`src/rtl/pipeline_wb_unit.sv`:
```
// Write-back stage for the 5-stage RISC-V pipeline. It selects the write-back source,
// aligns and extends sub-word loads, drops writes to x0 and counts retired instructions.
module pipeline_wb_unit #(
    parameter int XLEN   = 64,
    parameter int REG_AW = 5,
    parameter int CNT_W  = 64
) (
    input  logic              clk,
    input  logic              reset,
    input  logic              valid_MEM,
    input  logic              stall,
    input  logic              flush,
    input  logic [1:0]        rf_wr_sel,
    input  logic [XLEN-1:0]   alu_result_MEM,
    input  logic [XLEN-1:0]   mem_data_MEM,
    input  logic [1:0]        mem_size_MEM,
    input  logic              mem_unsigned_MEM,
    input  logic [2:0]        addr_low_MEM,
    input  logic [XLEN-1:0]   pc_MEM,
    input  logic [REG_AW-1:0] rd_MEM,
    input  logic              reg_write_MEM,
    output logic [XLEN-1:0]   write_data_WB,
    output logic [REG_AW-1:0] rd_WB,
    output logic              reg_write_WB,
    output logic              valid_WB,
    output logic [CNT_W-1:0]  instret
);

    localparam int OFF_W = (XLEN == 64) ? 3 : 2;

    logic             accept;
    logic [OFF_W-1:0] off;
    logic [XLEN-1:0]  shifted;
    logic [XLEN-1:0]  field_mask;
    logic             field_msb;
    logic [XLEN-1:0]  load_value;
    logic [XLEN-1:0]  wb_value;

    assign accept  = valid_MEM & ~stall & ~flush;
    assign off     = addr_low_MEM[OFF_W-1:0];
    assign shifted = mem_data_MEM >> {off, 3'b000};

    // Dword on a 32-bit datapath collapses to an all-ones mask, i.e. behaves as a word.
    always_comb begin
        field_mask = '1;
        field_msb  = shifted[XLEN-1];
        case (mem_size_MEM)
            2'b00: begin
                field_mask = XLEN'(8'hFF);
                field_msb  = shifted[7];
            end
            2'b01: begin
                field_mask = XLEN'(16'hFFFF);
                field_msb  = shifted[15];
            end
            2'b10: begin
                field_mask = XLEN'(32'hFFFF_FFFF);
                field_msb  = shifted[31];
            end
            default: begin
                field_mask = '1;
                field_msb  = shifted[XLEN-1];
            end
        endcase
    end

    assign load_value = (shifted & field_mask)
                      | ((field_msb & ~mem_unsigned_MEM) ? ~field_mask : '0);

    always_comb begin
        wb_value = '0;
        case (rf_wr_sel)
            2'b00:   wb_value = '0;
            2'b01:   wb_value = pc_MEM + XLEN'(4);
            2'b10:   wb_value = alu_result_MEM;
            default: wb_value = load_value;
        endcase
    end

    // Bubbles clear only the qualifiers; data and rd hold their last retired values.
    always_ff @(posedge clk) begin
        if (reset) begin
            write_data_WB <= '0;
            rd_WB         <= '0;
            reg_write_WB  <= 1'b0;
            valid_WB      <= 1'b0;
            instret       <= '0;
        end else begin
            valid_WB     <= accept;
            reg_write_WB <= accept & reg_write_MEM & (rd_MEM != '0);
            if (accept) begin
                write_data_WB <= wb_value;
                rd_WB         <= rd_MEM;
                instret       <= instret + CNT_W'(1);
            end
        end
    end

endmodule

```
`config.mk`:
```
export PLATFORM = sky130hd
export DESIGN_NAME = pipeline_wb_unit
export DESIGN_NICKNAME = d
export VERILOG_FILES = /design/src/rtl/pipeline_wb_unit.sv
export SDC_FILE = /design/constraint.sdc
export NUM_CORES = 1
export LEC_CHECK = 0
export ABC_CLOCK_PERIOD_IN_PS = 3300
export BUFFER_PORTS_ARGS = -buffer_cell sky130_fd_sc_hd__buf_2
export CORE_AREA = 4 4 187 153
export CTS_CLUSTER_SIZE = 16
export DETAILED_ROUTE_END_ITERATION = 8
export DIE_AREA = 0 0 191 157
export HOLD_SLACK_MARGIN = 0.03
export PLACE_DENSITY = 0.59
export SLEW_MARGIN = 40
export SYNTH_ARGS = -nofsm -noshare
export SYNTH_HDL_FRONTEND = slang
export SYNTH_SLANG_ARGS = --single-unit
```
`constraint.sdc`:
```
create_clock -name clk -period 3.3 [get_ports clk]
set_input_delay 0.66 -clock clk [delete_from_list [all_inputs] [get_ports clk]]
set_output_delay 0.66 -clock clk [all_outputs]
set_load 0.02 [all_outputs]
```
---- Word level (Yosys, flattened, before mapping) ----
Index checks and enable logic that the tools add are counted.
operators by class
  magnitude comparators ................... 0
  muxes and demuxes ....................... 4
  bitwise logic cells ..................... 11
  multiply operators ...................... 0
  div/mod/pow operators ................... 0
  eq/ne operators ......................... 4
  reductions and logical operators ........ 3
  shift operators ......................... 1
  add/subtract/negate cells ............... 2
operator list
  operator                                                                number
  64-bit one-hot mux with 3 select lines                                  2
  64-bit by 1-bit adder with 64-bit output (second input constant)        1
  64-bit by 3-bit adder with 64-bit output (second input constant)        1
  64-bit bitwise AND                                                      1
  64-bit two-way mux                                                      1
  64-bit inverter                                                         1
  64-bit OR                                                               1
  64-bit by 6-bit >> shifter with 64-bit output                           1
  1-bit bitwise AND                                                       5
  5-bit nonzero test                                                      1
  2-bit by 1-bit equality test with 1-bit output (second input constant)  2
  2-bit equality test (second input constant)                             2
  2-bit logical NOT                                                       2
  1-bit inverter                                                          3
  1-bit one-hot mux with 3 select lines                                   1
storage, ports and cells
  memories ................................ 0
  output and inout bits ................... 135
  latch bits .............................. 0
  bits in read-only memories .............. 0
  word-level logic and storage cells ...... 30
  input port bits ......................... 211
  RAM bits ................................ 0
  register bits ........................... 135

---- Longest topological paths before layout ----
Gate-level depths: netlist of run 1.
  word-level depth ........................ 6
  mapped depth ............................ 11

---- Worst setup path before layout of run 1 ----
No wires, ideal clock.
  path kind ............................... in2reg
  from .................................... input stall
  to ...................................... register instret[44]
  path slack .............................. 415 ps
  stages on the path ...................... 8
  arrival ................................. 2,815 ps
  path buffers ............................ 2
  path through ............................ or3b_1 -> buf_2 -> nor4_4 -> nand3_4 -> or4_1 -> buf_2 -> or3_1 -> a21oi_1
on the way
  word-level cells in the longest chain between the ends .. 3
ends and longest elaborated chain
  item                            line  RTL
  start, declared                 11    input logic stall,
  1-bit inverter                  39    assign accept = valid_MEM & ~stall & ~flush;
  1-bit bitwise AND (2 in a row)  39
  end signal, assigned            94    instret <= instret + CNT_W'(1);
  end, declared                   26    output logic [CNT_W-1:0] instret
No other way between the ends.
A chain may end at the register's enable or synchronous reset.

---- Worst setup path in the final report of run 1 ----
  from .................................... input pc_MEM[2]
  to ...................................... register write_data_WB[48]
on the way
  word-level cells in the longest chain between the ends .. 2
ends and longest elaborated chain
  item                                      line  RTL
  start, declared                           19    input logic [XLEN-1:0] pc_MEM,
  64-bit by 3-bit adder with 64-bit output  74    2'b01: wb_value = pc_MEM + XLEN'(4);
  64-bit one-hot mux with 3 select lines    72    case (rf_wr_sel)
  end signal, assigned                      92    write_data_WB <= wb_value;
  end, declared                             22    output logic [XLEN-1:0] write_data_WB,
No other way between the ends.

==> results.md, run 1 <==
- Status: finished clean
- Main flop type after synthesis: dfxtp_1
- GPL Wtd Cong: 0.9609
- Syn Nets: around 1.4k
- H-tree levels: 4
- I/O pin count: between 300 and 400
- Post-synthesis sequential area ratio: between 20% and 30%
- Nets@finish: 1751
- Starting Density: between 30 and 40%
- Post-CTS Setup Bufs: 0
- Num CTS Buffers: 17
- Critical path launch point type: primary input
- Number of setup violations in the final report: 0
- Syn Std Cell Area: about 9200 um2
- Vias in the first global route: about 10k
- # port buffers: ~350
- EDFF count, synth: 0
- Fin Hold WS: between 0.4 and 0.5 ns
- Initial antenna violation count: 2
- Num rows: 54
- Die width: 191 um
- Minimum clock period: approximately 2.7 ns
- Ratio of cells with drive above 1 in the final layout: a little under a third
- Vias: between 10k and 15k
- Post-Route WL: 42550 um
- Final TNS setup: 0 ns
- DRT antenna net count: 0
- Slew Viols, Final: 0
- Unrepaired setup endpoints after global routing: false
- Die H: 157 um
- Largest net degree at the start of global routing: 95
- Total track usage: 27.16%
- Syn Inst Count: about 1.2k
- Syn Area/Cell: approximately 7.6 um2
- Critical path type: primary input to flop
- Layout Skew: around 0.0056 ns
- Share of the synthesized area in the top cell type: a little under 30%
- Final Hold Violating Endpoints: 0
- Sequential Power Share: between 30% and 40%
- Commonest non-fill, non-tap cell in the layout: buf_2
- Per-cell routed wire length: between 20 and 25 um
- PD cells: around 380 nW/um2
- CTS tree: built
- P_leak: between 0.005 and 0.006 uW
- Die Footprint: about 30000 um2
- Max clock buf depth: 2
- Worst Path Required: about 3.6 ns
- Combinational Power Share: between 10% and 20%
- Clock share of power: around 44%
- Skew-Pair Late Insertion Delay: around 0.44 ns
- Cell taking the most area after synthesis: dfxtp_1
- Drt pass-1 iters: 5
- Yosys reg bits: ~140
- Asr flop ratio synth: 0%
- Slew headroom: between 40% and 50%
- Grt total ovfl: 0
- Yosys warnings: 0
- CP Max Fanout: 6
- WP data arrival: between 3 and 4 ns
- # hold bufs at CTS: 0
- CP Capture Type: flop
- Core Region: ~27000 um2
- Root buffer cell: clkbuf_16
- P_int: roughly 3200 uW
- Worst min path class: flop to flop
- Clock Sinks: 135
- Reg clk slew, reported paths: around 0.060 ns
- Worst VDD drop: approximately 0.36 mV
- DRC: 0
- Via density: approximately 5.6
- Final worst-path cycle share: 82.88%
- Yosys cell types: 65
- Area grow syn2layout: 30.37%
- Post-DP HPWL: 33780 um
- First-pass GRT wire length: a little over 60000 um
- Switching pwr: approximately 1400 uW
- Sw Share: 29.95%
- Most frequent cells in the layout: buf_2, nor2_1, dfxtp_1
- Ranking of synthesized cells by area: dfxtp_1, nor2_1, xor2_1
- Number of max-cap violations: 0
- Maximum clock rate: between 0.3 and 0.4 GHz
- Drt initial violations: a little under 900
- Slew @ Worst Pin: around 0.75 ns
- Post-CTS sizing: 0
-- power by group through the flow --
| stage | clock network [uW] | logic, uW | registers, uW |
|---|---|---|---|
| floorplan | 0 | 412 | 1770 |
| global placement | 0 | 873 | 1730 |
| detailed placement | 0 | 872 | 1730 |
| CTS | 2070 | 876 | 1690 |
| global route | 2150 | 951 | 1690 |
| finish | 2060 | 891 | 1690 |
-- cell type report --
cell class / count / area, um2
fill: 2837 / 14780
multi-input combinational: 975 / 6118
sequential: 135 / 2703
timing repair buffer: 385 / 2058
clock buffer: 22 / 474.2
tap: 364 / 455.4
clock inverter: 10 / 143.9
inverter: 24 / 90.09
antenna: 2 / 5.005
-- cell families after synthesis --
kind of cell               after synthesis  share of synthesized area [%]
and+or+nand+nor                        505                          26.33
DFF                                    135                          29.24
adders and majority gates                2                         0.2707
muxes                                   63                          8.178
xor gates and xnor gates               113                          10.71
buffers and inverters                  110                          4.630
AOI/OAI and AO/OA                      292                          20.63
-- metrics by stage --
stage                     utilization [%]  total power (uW)  setup slack, ns  cell area [um2]  instances
after CTS                           44.90              4632           0.6971            12040       1915
after detailed placement            42.59              2599           0.2438            11420       1883
after global placement              42.58              2599           0.2151            11420       1883
after global routing                44.92              4791           0.4813            12050       1917
final                               44.92              4637           0.5651            12050       1917
after floorplan                         -              2178           0.4150             9241       1220
-- metal layers --
layer	GRT usage [%]	part of all wire, %
met1	38.27	45
met2	40.24	43
met5	0	0
met4	8.923	2.7
met3	7.517	9.3
-- cell usage after synthesis (all sizes together), types with 5 or more instances --
cell	count
o31ai	13
nand4	33
or4	5
inv	24
xor2	59
mux4	8
a21oi	68
o21bai	5
o21ai	73
o22ai	5
buf	22
mux2i	35
nand2b	8
dfxtp	135
a221oi	24
or3	13
a211oi	32
nor2	165
o211ai	12
or2	6
clkbuf	64
nor4	10
nand3	44
xnor2	54
and3	18
nand2	127
nor2b	6
nor3	41
a31oi	9
a21boi	8
and2	8
a32o	8
mux2	20
and4	12
-- final timing paths --
check / start / end / slack, ns / cells past startpoint
worst min register to register: write_data_WB[57]$_SDFFE_PP0P_ / write_data_WB[57]$_SDFFE_PP0P_ / 0.46 / 2
worst min-delay path: write_data_WB[57]$_SDFFE_PP0P_ / write_data_WB[57]$_SDFFE_PP0P_ / 0.46 / 2
worst max-delay path: pc_MEM[2] / write_data_WB[48]$_SDFFE_PP0P_ / 0.57 / 10
worst max register to register: instret[8]$_SDFFE_PP0P_ / instret[44]$_SDFFE_PP0P_ / 0.67 / 6
-- critical path, stage by stage --
cell and delay, ns:
buf_2 0.12, ha_1 0.18, nand3_1 0.21, nor4_2 0.50, buf_4 0.28, nand4_1 0.26
nor3_1 0.34, xor2_1 0.10, a221oi_1 0.27, a211oi_1 0.11
-- state kept, by name (all words and copies together) (netlist names) --
name and cells:
instret 64, write_data_WB 64, rd_WB 5, reg_write_WB 1, valid_WB 1
(Power assumes the default switching activity.)
==> run 2, diff against run 1 <==
- ABC_AREA: default -> 1
- ABC_CLOCK_PERIOD_IN_PS: 3300 -> 2700
- CORE_AREA: 4 4 187 153 -> 4 4 205 167
- DIE_AREA: 0 0 191 157 -> 0 0 209 171
- PLACE_DENSITY: 0.59 -> 0.57
- clock period: 3.3 -> 2.7 ns (I/O delays scaled with it)
==> run 2 against run 1 <==
Effect of this change: cell count increased by 42%; routed wire length increased by 44%; total power increased by 24%; critical endpoint is now write_data_WB[26]$_SDFFE_PP0P_; synthesized area increased by 21%; flip-flop and latch count unchanged; critical path type unchanged; highest routed layer is now met5; first-iteration DRC count increased by 120%; largest power group unchanged; synthesized cell count increased by 59%; setup slack got worse by 0.32 ns; global-route usage increased by 5.8 points; critical path depth increased by 3; largest cell class unchanged; combinational power increased by 38%.
==> results.md, run 2 <==
- Vias: 15.25k (was 10.68k)
- CP Capture Type: flop (unchanged)
- Maximum clock rate: between 0.4 and 0.5 GHz
- Slew headroom: 40.19% (was 49.83%)
- Share of the synthesized area in the top cell type: 24.19% (was 29.24%)
- Largest registers: instret x64, write_data_WB x64, rd_WB x5 (unchanged)
- Final TNS setup: 0 ns (unchanged)
- WP data arrival: 2.83 ns (was 3.05 ns)
- Status: finished clean (unchanged)
- Most frequent cells in the layout: nand2_1, buf_2, nor2_1 (was buf_2, nor2_1, dfxtp_1)
- Worst Path Required: 3.08 ns (was 3.61 ns)
- Crit Reg-Reg Startpoint: instret[0]$_SDFFE_PP0P_ (was instret[8]$_SDFFE_PP0P_)
- Hold Path End: reg_write_WB$_SDFF_PP0_ (was write_data_WB[57]$_SDFFE_PP0P_)
- Largest net degree at the start of global routing: 72 (was 95)
- CP Max Fanout: 7 (was 6)
- Slew Viols, Final: 0 (unchanged)
- Final Instance Area: 14190 um2 (was 12050 um2)
- DRT antenna net count: 0 (unchanged)
- Most numerous cell in the Yosys netlist: nand2_1 (was nor2_1)
- Cell mode on critical path: inv_1
- Worst VDD drop: 0.3920 mV (was 0.3584 mV)
- Drt initial violations: 1880 (was 866)
- Syn Std Cell Area: 11170 um2 (was 9241 um2)
- First-pass GRT wire length: 89150 um (was 61760 um)
- Die width: 209 um (was 191 um)
- Minimum clock period: ~2.5 ns
- Drt pass-1 iters: 6 (was 5)
- FF-to-FF End: instret[46]$_SDFFE_PP0P_ (was instret[44]$_SDFFE_PP0P_)
- Multi-input gate area: 7551 um2 (was 6118 um2)
- P_leak: 0.006293 uW (was 0.005088 uW)
- # hold bufs at CTS: 0 (unchanged)
- Fillers: 3615 (was 2837)
- Die H: 171 um (was 157 um)
- Post-synthesis sequential area ratio: 24.19% (was 29.24%)
- Syn Area/Cell: 5.751 um2 (was 7.575 um2)
- Commonest non-fill, non-tap cell in the layout: nand2_1 (was buf_2)
- Yosys warnings: 0 (unchanged)
- # port buffers: 345 (unchanged)
- R2R setup slack: 0.42 ns (was 0.67 ns)
- Critical path launch point type: primary input (unchanged)
- Placed insts: 2687 (was 1883)
- H-tree levels: 4 (unchanged)
- Vias in the first global route: 13.87k (was 10.02k)
- Slew @ Worst Pin: 0.8895 ns (was 0.7526 ns)
- Critical path type: primary input to flop (unchanged)
- Top cells by count, synth: nand2_1, nor2_1, a21oi_1, nand3_1, inv_1 (was nor2_1, dfxtp_1, nand2_1, o21ai_0, a21oi_1)
- Main flop type after synthesis: dfxtp_1 (unchanged)
- Total track usage: 32.99% (was 27.16%)
- Skew-Pair Late Insertion Delay: 0.45 ns (was 0.44 ns)
- Yosys reg bits: 135 (unchanged)
- Core Region: 32190 um2 (was 26820 um2)
- Final worst-path cycle share: roughly nine tenths
- I/O pin count: 346 (unchanged)
- Per-cell routed wire length: 22.59 um (was 22.20 um)
- Starting Density: 34.72% (was 34.45%)
- Initial antenna violation count: 3 (was 2)
- Die Footprint: 35740 um2 (was 29990 um2)
- Num CTS Buffers: 17 (unchanged)
- Final worst slack: 0.2423 ns (was 0.5651 ns)
- Sequential cell area: 2703 um2 (unchanged)
- Cell taking the most area after synthesis: dfxtp_1 (unchanged)
- Post-Route WL: 61480 um (was 42550 um)
- CP top delay family: simple AND/OR/NAND/NOR gates (unchanged)
- GPL Wtd Cong: 1.022 (was 0.9609)
- Reg clk slew, reported paths: 0.07 ns (was 0.06 ns)
- Via density: 5.603 (was 5.570)
- CTS tree: built (unchanged)
- Fin cells: 2721 (was 1917)
- DRC: 0 (unchanged)
- R2R depth: 8 (was 6)
- PD cells: 405.4 nW/um2 (was 384.9 nW/um2)
- Ranking of synthesized cells by area: dfxtp_1, nand2_1, a21oi_1 (was dfxtp_1, nor2_1, xor2_1)
- Post-CTS Setup Bufs: 0 (unchanged)
- Crit-path cells: buf_2, ha_1, nand3_1, inv_1, nand2_2, inv_1, nand2_1, inv_1, or2_2, nand3_1, a21oi_1, nand2_1, a21oi_1 (was buf_2, ha_1, nand3_1, nor4_2, buf_4, nand4_1, nor3_1, xor2_1, a221oi_1, a211oi_1)
- Max clock buf depth: 2 (unchanged)
- Worst Hold Launch: reg_write_MEM (was write_data_WB[57]$_SDFFE_PP0P_)
- Root buffer cell: clkbuf_16 (unchanged)
- Syn Inst Count: 1943 (was 1220)
- Unrepaired setup endpoints after global routing: false (unchanged)
- Final Hold Violating Endpoints: 0 (unchanged)
- Worst Hold Depth: 3 (was 2)
- Post-DP HPWL: 50810 um (was 33780 um)
- Area after DPL: 13590 um2 (was 11420 um2)
- Syn Nets: 2156 (was 1433)
- Worst min path class: primary input to flop (was flop to flop)
- Critical Path Max Stage Delay: 0.30 ns (was 0.50 ns)
- Pre-CTS WS: -0.1238 ns (was 0.2438 ns)
- EDFF count, synth: 0 (unchanged)
- Number of setup violations in the final report: 0 (unchanged)
- Ratio of cells with drive above 1 in the final layout: 21.90% (was 30.11%)
- Area grow syn2layout: 27.02% (was 30.37%)
- Grt total ovfl: 0 (unchanged)
- Clock Sinks: 135 (unchanged)
- Num rows: 59 (was 54)
- Number of max-cap violations: 0 (unchanged)
- Layout Skew: 0.01744 ns (was 0.005603 ns)
- Yosys cell types: 47 (was 65)
- Post-CTS sizing: 0 (unchanged)
- Critical path buffers and inverters: 4 (was 2)
- Critical Path Slowest Stage Cell: ha_1 (was nor4_2)
- Crit path depth: 13 (was 10)
- Asr flop ratio synth: 0% (unchanged)
- Nets@finish: 2492 (was 1751)
## run 2: area by class of cell
| cell class | count | share of cell area (%) |
|---|---|---|
| Clock buffer | 18 | 3.094 |
| Sequential cell | 135 | 19.04 |
| Antenna cell | 2 | 0.03526 |
| Multi-Input combinational cell | 1573 | 53.20 |
| Clock inverter | 14 | 1.111 |
| Tap cell | 427 | 3.764 |
| Timing Repair Buffer | 405 | 15.87 |
| Inverter | 147 | 3.888 |
## run 2: worst max path at each step
stage	startpoint	endpoint
after global routing	pc_MEM[2]	write_data_WB[58]$_SDFFE_PP0P_
after CTS	pc_MEM[2]	write_data_WB[26]$_SDFFE_PP0P_
after floorplan	instret[1]$_SDFFE_PP0P_	instret[32]$_SDFFE_PP0P_
after global placement	pc_MEM[2]	write_data_WB[26]$_SDFFE_PP0P_
final	pc_MEM[2]	write_data_WB[26]$_SDFFE_PP0P_
after detailed placement	pc_MEM[2]	write_data_WB[26]$_SDFFE_PP0P_
## run 2: cell families (layout without fill, tap and decap cells)
logic type | Yosys count | after routing | share of synthesized area [%]
AO/OA/AOI/OAI | 415 | 415 | 20.42
AND/OR/NAND/NOR | 1108 | 1108 | 42.97
XOR/XNOR | 37 | 37 | 2.900
multiplexers | 11 | 11 | 0.9854
buffers and inverters | 235 | 584 | 8.308
flip-flops | 135 | 135 | 24.19
adder cells (fa/ha/maj) | 2 | 2 | 0.2239
other | 0 | 2 | 0
## run 2: tightest hold or removal path, stage by stage
cell     delay (ns)
buf_2          0.09
nand2_1        0.06
a21oi_1        0.04
## run 2: metal layers
| layer | vias up | wire length, um | track usage, % |
|---|---|---|---|
| li1 | 7184 | - | - |
| met2 | 806 | 25410 | 48.44 |
| met5 | - | 13 | 0 |
| met1 | 7206 | 28960 | 50.87 |
| met3 | 48 | 6090 | 5.463 |
| met4 | 2 | 1009 | 6.154 |
## run 2: through the flow
step                hold WS (ns)  util (%)  power [uW]
floorplan                 0.5402         -        2724
global placement          0.4539     42.23        3317
detailed placement        0.4581     42.23        3313
CTS                       0.3137     44.08        5755
global route              0.3290     44.10        5968
finish                    0.3271     44.10        5753
## run 2: report_power, final
| part | internal, uW | switching [uW] | total (uW) |
|---|---|---|---|
| combinational | 398 | 832 | 1230 |
| clock | 1340 | 1120 | 2450 |
| sequential | 2040 | 31.5 | 2070 |
==> run 3, diff against run 2 <==
- ABC_AREA: 1 -> default
- CORE_AREA: 4 4 205 167 -> 4 4 187 153
- DIE_AREA: 0 0 209 171 -> 0 0 191 157
- HOLD_SLACK_MARGIN: 0.03 -> default
- PLACE_DENSITY: 0.57 -> 0.59
==> run 3 against run 2 <==
Effect of this change: global-route usage decreased by 6.4 points; non-clock buffer count up 64; maximum frequency is 1.9% lower; routed wire length down 32%; die area shrank 16%; flip-flop and latch count stayed put; largest power group unchanged; highest routed layer unchanged.
==> results.md, run 3 (synthesis results as in run 1) <==
- H-tree levels: 4 (unchanged)
- Final Hold Violating Endpoints: 0 (unchanged)
- # hold bufs at CTS: 0 (unchanged)
- Num CTS Buffers: 17 (unchanged)
- Post-Route WL: 41970 um (was 61480 um)
- PD cells: 439.8 nW/um2 (was 405.4 nW/um2)
- CP Max Fanout: 16 (was 7)
- Nets@finish: 1835 (was 2492)
- P_leak: 0.005496 uW (was 0.006293 uW)
- Slew @ Worst Pin: 0.6694 ns (was 0.8895 ns)
- Final worst-path cycle share: 92.76% (was 91.02%)
- Most frequent cells in the layout: buf_2, nor2_1, dfxtp_1 (was nand2_1, buf_2, nor2_1)
- Worst Path Required: 3.00 ns (was 3.08 ns)
- Die Footprint: 29990 um2 (was 35740 um2)
- Skew-Pair Late Insertion Delay: 0.43 ns (was 0.45 ns)
- FF-to-FF End: instret[44]$_SDFFE_PP0P_ (was instret[46]$_SDFFE_PP0P_)
- Drt pass-1 iters: 5 (was 6)
- Slew Viols, Final: 0 (unchanged)
- Worst min path class: primary input to flop (unchanged)
- Crit. Startpoint: addr_low_MEM[1] (was pc_MEM[2])
- Root buffer cell: clkbuf_16 (unchanged)
- # port buffers: 345 (unchanged)
- Maximum clock rate: 0.3993 GHz (was 0.4069 GHz)
- Reg clk slew, reported paths: 0.06 ns (was 0.07 ns)
- Max clock buf depth: 2 (unchanged)
- Largest registers: instret x64, write_data_WB x64, rd_WB x5 (unchanged)
- Layout Skew: 0.008457 ns (was 0.01744 ns)
- GPL Wtd Cong: 0.9995 (was 1.022)
- R2R depth: 6 (was 8)
- CTS tree: built (unchanged)
- WP data arrival: 2.81 ns (was 2.83 ns)
- Per-cell routed wire length: 20.96 um (was 22.59 um)
- Vias in the first global route: 10.30k (was 13.87k)
- Crit path capture: write_data_WB[57]$_SDFFE_PP0P_ (was write_data_WB[26]$_SDFFE_PP0P_)
- Post-DP HPWL: 34100 um (was 50810 um)
- Die width: 191 um (was 209 um)
- Total power: 5580 uW (was 5753 uW)
- Die H: 157 um (was 171 um)
- Pre-CTS WS: -0.3165 ns (was -0.1238 ns)
- Final worst slack: 0.1955 ns (was 0.2423 ns)
- Grt total ovfl: 0 (unchanged)
- Ratio of cells with drive above 1 in the final layout: 33.82% (was 21.90%)
- Critical path launch point type: primary input (unchanged)
- Number of setup violations in the final report: 0 (unchanged)
- Clock Sinks: 135 (unchanged)
- First-pass GRT wire length: 61330 um (was 89150 um)
- R2R setup slack: 0.24 ns (was 0.42 ns)
- Starting Density: 34.45% (was 34.72%)
- Initial antenna violation count: 7 (was 3)
- DRC: 0 (unchanged)
- DRT antenna net count: 0 (unchanged)
- Final TNS setup: 0 ns (unchanged)
- Minimum clock period: 2.505 ns (was 2.458 ns)
- Fin Hold WS: 0.3575 ns (was 0.3271 ns)
- Unrepaired setup endpoints after global routing: false (unchanged)
- Number of max-cap violations: 0 (unchanged)
- Critical path type: primary input to flop (unchanged)
- Vias: 10.89k (was 15.25k)
- Largest net degree at the start of global routing: 63 (was 72)
- Slew headroom: 55.37% (was 40.19%)
- CP Capture Type: flop (unchanged)
- Num rows: 54 (was 59)
- Via density: 5.438 (was 5.603)
- Status: finished clean (unchanged)
- Core Region: 26820 um2 (was 32190 um2)
- Total track usage: 26.64% (was 32.99%)
- Worst VDD drop: 0.4461 mV (was 0.3920 mV)
- Commonest non-fill, non-tap cell in the layout: buf_2 (was nand2_1)
- Area grow syn2layout: 37.27% (was 27.02%)
- Drt initial violations: 959 (was 1880)
- I/O pin count: 346 (unchanged)
- Crit Reg-Reg Startpoint: instret[9]$_SDFFE_PP0P_ (was instret[0]$_SDFFE_PP0P_)
- Fillers: 2772 (was 3615)
## run 3: cell types whose count changed in the layout (fill, tap and decap cells not counted), sizes merged, moves of 20 or more
| cell | before | now |
|---|---|---|
| o21ai | 138 | 73 |
| nor2 | 266 | 165 |
| a21oi | 198 | 68 |
| mux2 | 0 | 20 |
| xnor2 | 9 | 54 |
| a211oi | 3 | 32 |
| nand3 | 146 | 44 |
| nand2 | 551 | 127 |
| xor2 | 28 | 59 |
| buf | 405 | 469 |
| mux2i | 11 | 35 |
| nand4 | 55 | 33 |
| inv | 155 | 25 |
## run 3: per-layer routing
metal	GRT usage, %	wire [um]
met5	0	54
met4	7.009	895
met3	7.095	3908
met2	40.19	18170
met1	37.82	18940
## run 3: metrics by stage
step	std cells	utilization [%]	instance area, um2
2_1_floorplan	1220	-	9241
3_3_place_gp	1967	45.07	12090
3_5_place_dp	1967	45.07	12090
4_1_cts	1999	47.24	12670
5_1_grt	2001	47.29	12680
6_report	2002	47.29	12690
## run 3: critical path, stage by stage
cell	delay (ns)
buf_2	0.16
mux2_2	0.39
mux4_2	0.50
nand2_1	0.16
a21oi_1	0.13
nor3_2	0.13
buf_4	0.24
a21boi_1	0.41
o31ai_1	0.14
## run 3: report_power, final
| group | total, uW | internal [uW] | switching (uW) |
|---|---|---|---|
| logic | 1170 | 475 | 696 |
| clock network | 2340 | 1410 | 938 |
| registers | 2070 | 2040 | 28.8 |
## run 3: final cells by class
class	instances	area, um2	area share, %
Antenna cell	3	7.507	0.05918
Clock buffer	20	456.7	3.600
Clock inverter	12	126.4	0.9962
Inverter	24	90.09	0.7101
Multi-Input combinational cell	975	6125	48.28
Sequential cell	135	2703	21.30
Tap cell	364	455.4	3.590
Timing Repair Buffer	469	2723	21.46
## run 3: repair_timing
action                     in CTS  in global routing
gates resized for setup         0                  2
setup buffers                   0                  0
setup endpoints to repair       0                  6
## run 3: how the worst min path moves through the flow
| stage | from | end | slack (ns) | cells past startpoint |
|---|---|---|---|---|
| global route | reg_write_MEM | reg_write_WB$_SDFF_PP0_ | 0.35 | 3 |
| floorplan | write_data_WB[44]$_SDFFE_PP0P_ | write_data_WB[44]$_SDFFE_PP0P_ | 0.53 | 2 |
| CTS | reg_write_MEM | reg_write_WB$_SDFF_PP0_ | 0.35 | 3 |
| finish | reg_write_MEM | reg_write_WB$_SDFF_PP0_ | 0.36 | 3 |
| global placement | write_data_WB[10]$_SDFFE_PP0P_ | write_data_WB[10]$_SDFFE_PP0P_ | 0.44 | 2 |
| detailed placement | write_data_WB[62]$_SDFFE_PP0P_ | write_data_WB[62]$_SDFFE_PP0P_ | 0.44 | 2 |
